<file path="src/rtl/sin_cos_requester.sv">
// Initiator for the sin/cos lookup unit of the Box-Muller generator: restarts the
// unit per phase word, waits (with timeout) for done, then scales sin/cos by the radius.
module sin_cos_requester #(
  parameter int RST_CYCLES = 2,
  parameter int TIMEOUT    = 16
) (
  input  logic        clk,
  input  logic        reset,
  input  logic        in_valid,
  output logic        in_ready,
  input  logic [15:0] in_phase,
  input  logic [15:0] in_radius,
  output logic        sc_reset,
  output logic        sc_enable,
  output logic [31:0] sc_address,
  input  logic        sc_done,
  input  logic [15:0] sc_sin,
  input  logic [15:0] sc_cos,
  output logic        out_valid,
  input  logic        out_ready,
  output logic [15:0] out_x0,
  output logic [15:0] out_x1,
  output logic        busy,
  output logic        timeout_err,
  output logic [2:0]  state_dbg
);

  // Handshakes: a transfer happens on a rising edge where valid and ready are both
  // high; valid never waits on ready, and out_x0/out_x1 hold while out_valid is high.

  localparam int CNT_MAX = (TIMEOUT > RST_CYCLES) ? TIMEOUT : RST_CYCLES;
  localparam int CNT_W   = $clog2(CNT_MAX);

  localparam logic [CNT_W-1:0] RST_LOAD = CNT_W'(RST_CYCLES - 1);
  localparam logic [CNT_W-1:0] TO_LOAD  = CNT_W'(TIMEOUT - 1);

  typedef enum logic [2:0] {
    IDLE = 3'd0,
    ARM  = 3'd1,
    WAIT = 3'd2,
    MUL  = 3'd3,
    OUT  = 3'd4
  } state_t;

  state_t            state, state_n;
  logic [CNT_W-1:0]  cnt, cnt_n;
  logic              arm_reg, arm_n;
  logic [31:0]       addr_r, addr_n;
  logic [15:0]       radius_r, radius_n;
  logic [15:0]       sin_r, sin_n;
  logic [15:0]       cos_r, cos_n;
  logic [15:0]       x0_r, x0_n;
  logic [15:0]       x1_r, x1_n;
  logic              out_valid_r, out_valid_n;
  logic              timeout_r, timeout_n;

  logic [31:0]       p0, p1;
  logic [15:0]       s0, s1;
  logic              unused_low_bits;

  // Q3.13 x Q1.15 = Q4.28; keep Q3.13 and saturate if either top bit is set.
  assign p0 = 32'(radius_r) * 32'(sin_r);
  assign p1 = 32'(radius_r) * 32'(cos_r);
  assign s0 = (|p0[31:30]) ? 16'hFFFF : p0[30:15];
  assign s1 = (|p1[31:30]) ? 16'hFFFF : p1[30:15];
  assign unused_low_bits = ^{p0[14:0], p1[14:0]};

  always_comb begin
    state_n     = state;
    cnt_n       = cnt;
    arm_n       = arm_reg;
    addr_n      = addr_r;
    radius_n    = radius_r;
    sin_n       = sin_r;
    cos_n       = cos_r;
    x0_n        = x0_r;
    x1_n        = x1_r;
    out_valid_n = out_valid_r;
    timeout_n   = timeout_r;
    case (state)
      IDLE: begin
        if (in_valid) begin
          addr_n   = {in_phase[15:6], 6'b0, in_phase};
          radius_n = in_radius;
          arm_n    = 1'b1;
          cnt_n    = RST_LOAD;
          state_n  = ARM;
        end
      end
      ARM: begin
        if (cnt == '0) begin
          arm_n   = 1'b0;
          cnt_n   = TO_LOAD;
          state_n = WAIT;
        end else begin
          cnt_n = cnt - CNT_W'(1);
        end
      end
      WAIT: begin
        if (sc_done) begin
          sin_n   = sc_sin;
          cos_n   = sc_cos;
          state_n = MUL;
        end else if (cnt == '0) begin
          timeout_n = 1'b1;
          state_n   = IDLE;
        end else begin
          cnt_n = cnt - CNT_W'(1);
        end
      end
      MUL: begin
        x0_n        = s0;
        x1_n        = s1;
        out_valid_n = 1'b1;
        state_n     = OUT;
      end
      OUT: begin
        if (out_ready) begin
          out_valid_n = 1'b0;
          state_n     = IDLE;
        end
      end
      default: state_n = IDLE;
    endcase
  end

  always_ff @(posedge clk or posedge reset) begin
    if (reset) begin
      state       <= IDLE;
      cnt         <= '0;
      arm_reg     <= 1'b0;
      addr_r      <= '0;
      radius_r    <= '0;
      sin_r       <= '0;
      cos_r       <= '0;
      x0_r        <= '0;
      x1_r        <= '0;
      out_valid_r <= 1'b0;
      timeout_r   <= 1'b0;
    end else begin
      state       <= state_n;
      cnt         <= cnt_n;
      arm_reg     <= arm_n;
      addr_r      <= addr_n;
      radius_r    <= radius_n;
      sin_r       <= sin_n;
      cos_r       <= cos_n;
      x0_r        <= x0_n;
      x1_r        <= x1_n;
      out_valid_r <= out_valid_n;
      timeout_r   <= timeout_n;
    end
  end

  // The unit restarts whenever this block is reset, not only when armed.
  assign sc_reset    = reset | arm_reg;
  assign sc_enable   = (state == WAIT);
  assign sc_address  = addr_r;
  assign in_ready    = (state == IDLE);
  assign busy        = (state != IDLE);
  assign out_valid   = out_valid_r;
  assign out_x0      = x0_r;
  assign out_x1      = x1_r;
  assign timeout_err = timeout_r;
  assign state_dbg   = state;

endmodule

</file>
<file path="config.mk">
export PLATFORM = sky130hd
export DESIGN_NAME = sin_cos_requester
export DESIGN_NICKNAME = d
export VERILOG_FILES = /design/src/rtl/sin_cos_requester.sv
export SDC_FILE = /design/constraint.sdc
export NUM_CORES = 1
export LEC_CHECK = 0
export CORE_AREA = 3 3 185 187
export CTS_BUF_LIST = sky130_fd_sc_hd__clkbuf_8 sky130_fd_sc_hd__clkbuf_16
export DETAILED_ROUTE_END_ITERATION = 7
export DIE_AREA = 0 0 188 190
export PLACE_DENSITY = 0.94
export SLEW_MARGIN = 20
export SYNTH_ARGS = -nofsm -noshare
export SYNTH_HDL_FRONTEND = slang
export SYNTH_SLANG_ARGS = --single-unit
</file>
<file path="constraint.sdc">
create_clock -name clk -period 9.8 [get_ports clk]
set_input_delay 1.96 -clock clk [delete_from_list [all_inputs] [get_ports clk]]
set_output_delay 1.96 -clock clk [all_outputs]
set_load 0.02 [all_outputs]
</file>
==> results.ini, run 1 <==
[yosys]
yosys_warnings=0
synth_area_leader_cell=fa_1
synth_commonest_cells=439 x inv_1, 386 x fa_1, 299 x nand2_1
ys_ff_latch=106
synthCells=2132
syn_area_mm2=0.0204
synth.area.top_cells=fa_1 38%, dfrtp_1 13%, ha_1 12%
async_flop_share=1.00
yosysSeqAreaShare=0.130
ys_types=73
syn_area_per_cell_um2=9.59
synth_edf_count=0
synth_ff_type=dfrtp_1
yosysMostFrequentCell=inv_1
synth_top_area_share=0.378

[setup_path]
crit_chain=nand2_1, fa_1, inv_1, fa_1, inv_1, fa_1, inv_1, fa_1, fa_1, inv_1, fa_1, inv_1, ha_1, a21oi_2, o21ai_1, or4_1, a22oi_2, a21oi_2, nor3_4, mux2i_1, nand4_2, o22a_1
crit_start=radius_r[7]$_DFFE_PP0P_
critical_path_class=flip-flop to flip-flop
cp.required_ps=10080
cp_data_arrival_time_ps=7680
cp_max_fo=33
cp-end-kind=flip-flop
critPathTopFamily=adder cells
critPathSlowestCell=dfrtp_1
critical_path.startpoint_type=flip-flop
worst_path_largest_cell_delay_ps=1100
rr_startpoint=radius_r[7]$_DFFE_PP0P_
cp_num_buf_inv=5
cp_common_cell=fa_1

[sta]
hold_viol_final=0
finalSetupViolCount=0
period_needed_ps=7400
timing.slew.headroom=0.203
fin_worst_skew_ps=11.3
timing.fmax_mhz=135
slew_viol_final=0
rsz0062_at_grt=false
fin_crit_sh=0.755
tightest_slew_ps=1200
fin_tns_setup_ps=0

[clocking]
postCtsSetupRepairBufs=0
cts.repair.resized=0
clock-sinks=106
clkTransAtPathRegs_ps=80
htree_levels=3
cts_tree=done
clock_path_buffers=2
cts_hold_buf=0
root_buffer=clkbuf_16
cts_buffers=9
clock_latency_ps=390

[detailed_routing]
vias_per_cell=5.82
firstDrtPassIters=5
ant_nets=0
drc=0
num_vias=15300
routed_wl_um=50400
drt_iter0_markers=865
wl_per_cell_um=19.2

[global_routing]
grtUsageTotal=0.297
antenna_found_initial=1
grt-ovfl-total=0
grt_first_pass_wirelength_um=84800
grt_start_max_net_pins=76
grt_pass1_vias=17800

[floorplan]
die-area_mm2=0.0357
dieWidth_um=188
start_util=0.627
core_mm2=0.0326
chipHeight_um=190
pin_count=142
rows=66

[min_path]
hold_path_class=flip-flop to flip-flop
hp-start=timeout_err$_DFFE_PP0P_

[placed_design]
hpwl_um=38100
numPortBuffers=135
gp_congestion=0.933

[status]
status=finished clean

[layout]
layout-drive-gt1-share=0.0553
num-nets-final=2841
area_delta_synth_final_pct=8.77
n_antenna_cell=0

[flow_run]
cap_violations=0

## cells in the final DEF, fill, tap and decap left out, types with 4 or more instances in the layout
master           instances
conb_1                   6
xnor2_1                 20
ha_1                   203
and2_1                 240
nand3_1                  7
nor2_1                  25
fa_1                   386
nor3_1                   8
nand4_1                  7
xor2_1                  14
o21ai_1                  6
o21ai_0                 24
o22a_1                  30
nand2b_1                 6
clkbuf_16                9
o21bai_1                 5
and4_1                   4
a211oi_1                 6
dfrtp_1                104
inv_1                  438
a21o_1                  19
mux2_2                  64
nand2_1                299
a31oi_1                  4
clkdlybuf4s50_1        135
a21oi_1                 35
buf_4                   15
## worst register-to-register path, cell delays in order (launching register included)
cell and delay, ps:
dfrtp_1 1100, nand2_1 210, fa_1 570, inv_1 50, fa_1 510, inv_1 60
fa_1 540, inv_1 60, fa_1 410, fa_1 540, inv_1 50, fa_1 490
inv_1 50, ha_1 340, a21oi_2 170, o21ai_1 110, or4_1 420, a22oi_2 240
a21oi_2 140, nor3_4 270, mux2i_1 250, nand4_2 380, o22a_1 320
## cells by family after synthesis
family                     synth area share
adders and majority gates             0.502
muxes                                0.0367
AOI/OAI and AO/OA                    0.0573
other                              0.000184
and+or+nand+nor                       0.152
DFF                                   0.130
xor gates and xnor gates             0.0146
buffers and inverters                 0.107
## metal layers
| layer | part of all wire | routed length (um) | global-route usage | vias up |
|---|---|---|---|---|
| li1 | - | - | - | 6538 |
| met1 | 0.35 | 17800 | 0.341 | 7684 |
| met2 | 0.50 | 25400 | 0.514 | 850 |
| met3 | 0.092 | 4650 | 0.0730 | 237 |
| met4 | 0.052 | 2600 | 0.158 | 2 |
| met5 | 0.00020 | 10 | 0 | - |
## worst paths after layout
check	slack (ps)	endpoint	cells past startpoint
worst max-delay path	2400	out_x1[5]$_DFFE_PP0P_	22
worst min-delay path	470	timeout_err$_DFFE_PP0P_	1
worst max register to register	2400	out_x1[5]$_DFFE_PP0P_	22
worst min register to register	470	timeout_err$_DFFE_PP0P_	1
max in group asynchronous	6460	radius_r[9]$_DFFE_PP0P_	3
min in group asynchronous	1950	sc_address[5]$_DFFE_PP0P_	2
## final cells by class
class / instances / area, um2
Fill cell: 2213 / 10400
Timing Repair Buffer: 150 / 1460
Clock inverter: 4 / 33.8
Sequential cell: 106 / 2660
Tap cell: 442 / 553
Multi-Input combinational cell: 1477 / 15600
Inverter: 439 / 1650
Clock buffer: 11 / 253
## stage by stage
step	cell area [um2]	std cells	worst slack (ps)	hold slack (ps)	util
after detailed placement	21900	2614	2410	446	0.673
after CTS	22200	2629	2380	468	0.681
after floorplan	20500	2137	3510	442	-
after global placement	21900	2614	2770	453	0.673
after global routing	22200	2629	1980	477	0.681
final	22200	2629	2400	466	0.681
Power of run 1 is not shown: default switching activity piles up to over one toggle a cycle in this logic, so the estimate is an artifact.
==> run 2, diff against run 1 <==
--- a/config.mk
+++ b/config.mk
@@ -5,11 +5,11 @@
 export SDC_FILE = /design/constraint.sdc
 export NUM_CORES = 1
 export LEC_CHECK = 0
-export CORE_AREA = 3 3 185 187
+export CORE_AREA = 3 3 196 198
 export CTS_BUF_LIST = sky130_fd_sc_hd__clkbuf_8 sky130_fd_sc_hd__clkbuf_16
 export DETAILED_ROUTE_END_ITERATION = 7
-export DIE_AREA = 0 0 188 190
-export PLACE_DENSITY = 0.94
+export DIE_AREA = 0 0 199 201
+export PLACE_DENSITY = 0.89
 export SLEW_MARGIN = 20
 export SYNTH_ARGS = -nofsm -noshare
 export SYNTH_HDL_FRONTEND = slang
==> constraint.sdc (replaced) <==
create_clock -name clk -period 6.29 [get_ports clk]
set_input_delay 1.258 -clock clk [delete_from_list [all_inputs] [get_ports clk]]
set_output_delay 1.258 -clock clk [all_outputs]
set_load 0.02 [all_outputs]
==> results.ini, run 2 (synthesized netlist as in run 1, its figures left out) <==
[global_routing]
grt_first_pass_wirelength_um=86600
met3_usage=0.0581
grtUsageTotal=0.272
grt_pass1_vias=17500
top_usage_layer=met2
grt_use_met2=0.455
antenna_found_initial=0
use_met1=0.349
grt-ovfl-total=0
grt_start_max_net_pins=60

[setup_path]
cp_common_cell=fa_1
rr_startpoint=radius_r[7]$_DFFE_PP0P_
cp_data_arrival_time_ps=6660
critical_path_class=flip-flop to flip-flop
cp.required_ps=6570
cp_max_fo=8
crit_chain=buf_4, and2_1, fa_1, inv_1, fa_1, fa_1, inv_1, fa_1, fa_1, inv_1, fa_1, inv_1, ha_4, a21o_1, a31oi_1, o211ai_1, o211ai_2, a21oi_4, nor3_4, mux2i_1, nand4_2, clkbuf_16, o22a_1
ff2ff_setup_slack_ps=-90
cp-end-kind=flip-flop
critical_path.startpoint_type=flip-flop
critPathSlowestCell=fa_1
rr_worst_depth=23
worst_path_largest_cell_delay_ps=580
timing.rr.end=out_x1[7]$_DFFE_PP0P_

[min_path]
worstHoldPathCells=1
hold_path_class=flip-flop to flip-flop
hp-start=timeout_err$_DFFE_PP0P_
hold_end=timeout_err$_DFFE_PP0P_

[floorplan]
die-area_mm2=0.0400
rows=70
start_util=0.557
chipHeight_um=201
pin_count=142
dieWidth_um=199
core_mm2=0.0367

[layout]
multi_input_area_mm2=0.0158
final_cell_mix=429 x inv_1, 371 x fa_1, 296 x nand2_1
register_area_mm2=0.00267
num-nets-final=2968
final_common_cell=inv_1
layout-drive-gt1-share=0.134
design_area_mm2=0.0237
fin_cells=2783
n_antenna_cell=0
area_delta_synth_final_pct=16.1
fill_cells=2721

[clocking]
htree_levels=3
cts_buffers=9
root_buffer=clkbuf_16
cts_tree=done
clock_path_buffers=2
clock-sinks=106
clkTransAtPathRegs_ps=90
clock_latency_ps=400

[detailed_routing]
wl_per_cell_um=19.1
num_vias=15600
firstDrtPassIters=5
vias_per_cell=5.62
ant_nets=0
routed_wl_um=53100
drc=0
drt_iter0_markers=1014

[placed_design]
dp_cells=2727
numPortBuffers=135
gp_congestion=0.902
hpwl_um=40900
placed_area_mm2=0.0228

[sta]
fin_crit_sh=1.01
finalSetupViolCount=16
timing.fmax_mhz=157
period_needed_ps=6380
timing.slew.headroom=0.401
fin_worst_skew_ps=19.7
hold_viol_final=0
tightest_slew_ps=899
holdWs_ps=471
rsz0062_at_grt=true
slew_viol_final=0
worst_slack_ps=-92.5

[status]
violations=negative setup slack
status=finished with violations

[flow_run]
cap_violations=0

## run 2: how the worst max path moves through the flow
stage / endpoint / cells after the start / from / slack (ps)
global placement: out_x0[1]$_DFFE_PP0P_ / 22 / radius_r[12]$_DFFE_PP0P_ / 50
floorplan: out_x1[10]$_DFFE_PP0P_ / 24 / cos_r[7]$_DFFE_PP0P_ / 4
finish: out_x1[7]$_DFFE_PP0P_ / 23 / radius_r[7]$_DFFE_PP0P_ / -90
global route: out_x1[7]$_DFFE_PP0P_ / 24 / radius_r[2]$_DFFE_PP0P_ / -240
detailed placement: out_x0[0]$_DFFE_PP0P_ / 24 / radius_r[7]$_DFFE_PP0P_ / -160
CTS: out_x1[3]$_DFFE_PP0P_ / 23 / radius_r[8]$_DFFE_PP0P_ / -20
## run 2: per-layer routing
layer | routed length, um | vias up
li1 | - | 6785
met1 | 20200 | 8009
met2 | 26600 | 706
met3 | 4480 | 144
met4 | 1860 | 0
met5 | 0 | -
## run 2: repair_timing
action,CTS,global route
hold buffers,0,0
buffers inserted,13,26
setup endpoints to repair,31,32
cloned,1,0
resized for setup,38,60
pin swaps,4,50
## run 2: critical path: cells and delay by family, from the launching register on
family	cells	cell delay, ps
mux	1	240
compound gates	6	1170
buf+inv	6	660
fa+ha+maj	7	3240
flops	1	430
simple gates	3	510
## run 2: final cells by class
type / count / share of cell area
multi-input combinational: 1477 / 0.668
sequential: 106 / 0.113
timing repair buffer: 277 / 0.111
inverter: 439 / 0.0696
tap: 468 / 0.0247
clock buffer: 11 / 0.0107
clock inverter: 5 / 0.00280
## run 2: through the flow
stage / setup TNS (ps) / setup slack [ps] / utilization
6_report: -994 / -92.5 / 0.646
5_1_grt: -6120 / -237 / 0.646
4_1_cts: -72.2 / -19.8 / 0.636
3_5_place_dp: -2920 / -161 / 0.620
3_3_place_gp: 0 / 54.2 / 0.620
2_1_floorplan: 0 / 3.77 / -
Power of run 2 is left out for the same reason.
==> edit (flow settings as in run 2) <==
Take the reset off `addr_r` and load it in a clocked block of its own.
--- a/src/rtl/sin_cos_requester.sv
+++ b/src/rtl/sin_cos_requester.sv
@@ -129,7 +129,6 @@
       state       <= IDLE;
       cnt         <= '0;
       arm_reg     <= 1'b0;
-      addr_r      <= '0;
       radius_r    <= '0;
       sin_r       <= '0;
       cos_r       <= '0;
@@ -141,7 +140,6 @@
       state       <= state_n;
       cnt         <= cnt_n;
       arm_reg     <= arm_n;
-      addr_r      <= addr_n;
       radius_r    <= radius_n;
       sin_r       <= sin_n;
       cos_r       <= cos_n;
@@ -150,6 +148,10 @@
       out_valid_r <= out_valid_n;
       timeout_r   <= timeout_n;
     end
+  end
+
+  always_ff @(posedge clk) begin
+    addr_r <= addr_n;
   end
 
   // The unit restarts whenever this block is reset, not only when armed.
Behaviour: not the same (a bounded check fails within 4 cycles, from zero or initial values and one cycle with reset high).
==> edit against run 2 <==
The flow still finishes with violations (negative setup slack); routed wire length increased by 0.42%; sequential cell count unchanged; final area increased by 0.93%; setup slack improved by 39 ps; cell count increased by 1.4%; area after synthesis increased by 0.34%; synthesized cell count increased by 1.2%; critical endpoint is now out_x1[10]; largest cell class unchanged.
Power is left out: the tool's default activity adds up to more than one toggle a clock period on the data nets, which glitch-free logic cannot reach.
==> edit: results (changes against run 2) <==
| Parameter | Reported | Unit | Change |
|---|---|---|---|
| Result of the run | finished with violations | - | unchanged |
| Failing checks | negative setup slack | - | unchanged |
| Register area share after synthesis | 0.133 | - | was 0.130 |
| Top cells by area in the synthesized netlist | sky130_fd_sc_hd__fa_1 (38%), sky130_fd_sc_hd__ha_1 (12%), sky130_fd_sc_hd__dfrtp_1 (11%), sky130_fd_sc_hd__inv_1 (8.1%), sky130_fd_sc_hd__and2_1 (7.3%) | - | was sky130_fd_sc_hd__fa_1 (38%), sky130_fd_sc_hd__dfrtp_1 (13%), sky130_fd_sc_hd__ha_1 (12%), sky130_fd_sc_hd__inv_1 (8.1%), sky130_fd_sc_hd__and2_1 (7.4%) |
| Setup slack of the critical path after layout | -53.4 | ps | was -92.5 ps |
| Post-synth top cells | sky130_fd_sc_hd__inv_1 (442), sky130_fd_sc_hd__fa_1 (386), sky130_fd_sc_hd__nand2_1 (305), sky130_fd_sc_hd__and2_1 (240), sky130_fd_sc_hd__ha_1 (203) | - | was sky130_fd_sc_hd__inv_1 (439), sky130_fd_sc_hd__fa_1 (386), sky130_fd_sc_hd__nand2_1 (299), sky130_fd_sc_hd__and2_1 (241), sky130_fd_sc_hd__ha_1 (203) |
| Iteration-0 DRC Markers | 1,278 | - | was 1,014 |
| Syn Area/Cell | 9.51 | sq um | was 9.59 sq um |
| Max Fanout on Critical Path | 5 | - | was 8 |
| Pin count of the biggest net entering global routing | 51 | - | was 60 |
| Overall track demand over capacity in global routing | 0.269 | - | was 0.272 |
| Weighted congestion at the end of routability-driven global placement | 0.924 | - | was 0.902 |
| Vias in the first global route | 18,000 | - | was 17,500 |
| Wire length of the first global-routing pass | 86,100 | microns | was 86,600 microns |
| Share of cells above drive strength 1 | 0.134 | - | about the same |
| Detailed-placement wirelength estimate | 41,200 | microns | was 40,900 microns |
| Data arrival time of the critical path | 6620 | ps | was 6660 ps |
| Startpoint of the worst setup timing path | radius_r[6] | - | was radius_r[7] |
| Routed Wire Length | 53,400 | microns | was 53,100 microns |
| Placed Cells incl. Taps | 2,776 | - | was 2,727 |
| DP Area | 23,000 | sq um | was 22,800 sq um |
| Final setup violation count | 9 | - | was 16 |
| Filler instances | 2,649 | - | was 2,721 |
| Nets@finish | 3,007 | - | was 2,968 |
| Setup total negative slack | -179 | ps | was -994 ps |
| Final clock skew | 15.6 | ps | was 19.7 ps |
| Number of vias per cell | 5.72 | - | was 5.62 |
| Reg2reg path depth | 21 | - | was 23 |
| Count of distinct cell types in the synthesized netlist | 64 | - | was 73 |
[edit: cell type report]
class                      count  area, sq um  share of cell area
clock inverter                 7         61.3             0.00256
inverter                     442         1660              0.0694
sequential                   106         2760               0.115
clock buffer                   9          225             0.00941
tap                          468          586              0.0245
multi-input combinational   1497        15900               0.665
timing repair buffer         293         2730               0.114
[edit: critical path, stage by stage (launching register included)]
cell and delay, ps:
sky130_fd_sc_hd__dfrtp_2 480, sky130_fd_sc_hd__buf_6 150, sky130_fd_sc_hd__buf_4 130, sky130_fd_sc_hd__nand2_1 70
sky130_fd_sc_hd__fa_1 490, sky130_fd_sc_hd__inv_1 60, sky130_fd_sc_hd__fa_1 560, sky130_fd_sc_hd__fa_1 450
sky130_fd_sc_hd__fa_1 470, sky130_fd_sc_hd__fa_1 490, sky130_fd_sc_hd__inv_1 60, sky130_fd_sc_hd__fa_1 490
sky130_fd_sc_hd__inv_1 50, sky130_fd_sc_hd__ha_1 320, sky130_fd_sc_hd__a21oi_1 180, sky130_fd_sc_hd__o21ai_1 120
sky130_fd_sc_hd__a221oi_2 300, sky130_fd_sc_hd__buf_4 170, sky130_fd_sc_hd__o31ai_4 80, sky130_fd_sc_hd__mux2i_1 130
sky130_fd_sc_hd__or4b_4 590, sky130_fd_sc_hd__o32a_1 360
[edit: metrics by stage]
stage / hold WS (ps) / setup WS (ps)
2_1_floorplan: 442 / 30.8
3_3_place_gp: 443 / -29.3
3_5_place_dp: 454 / -239
4_1_cts: 482 / 3.51
5_1_grt: 505 / -223
6_report: 480 / -53.4
[edit: kinds of logic (layout without fill, tap and decap cells)]
logic type	after synthesis	in the layout	synth area share
mux	56	56	0.0304
xor+xnor	31	31	0.0132
fa+ha+maj	589	589	0.501
compound gates	178	178	0.0618
simple gates	637	637	0.155
buf+inv	559	751	0.106
flops	106	106	0.133
other cells	1	6	0.000183
[edit: what timing repair did]
action | CTS | global route
pin swaps | 7 | 52
gates resized for setup | 27 | 87
cloned | 0 | 1
endpoints found under the setup margin | 32 | 32
setup buffers | 9 | 20
[edit: worst paths after layout]
| check | end |
|---|---|
| worst max-delay path | out_x1[10] |
| worst min-delay path | timeout_err |
| worst max register to register | out_x1[10] |
| worst min register to register | timeout_err |
| max in group asynchronous | sin_r[8] |
| min in group asynchronous | out_valid |
[edit: layer usage]
layer	global-route usage	vias to the layer above	wire length (microns)
met1	0.331	8097	19200
li1	-	6964	-
met2	0.460	845	26800
met3	0.0619	224	5010
met4	0.0996	0	2350
met5	0	-	0
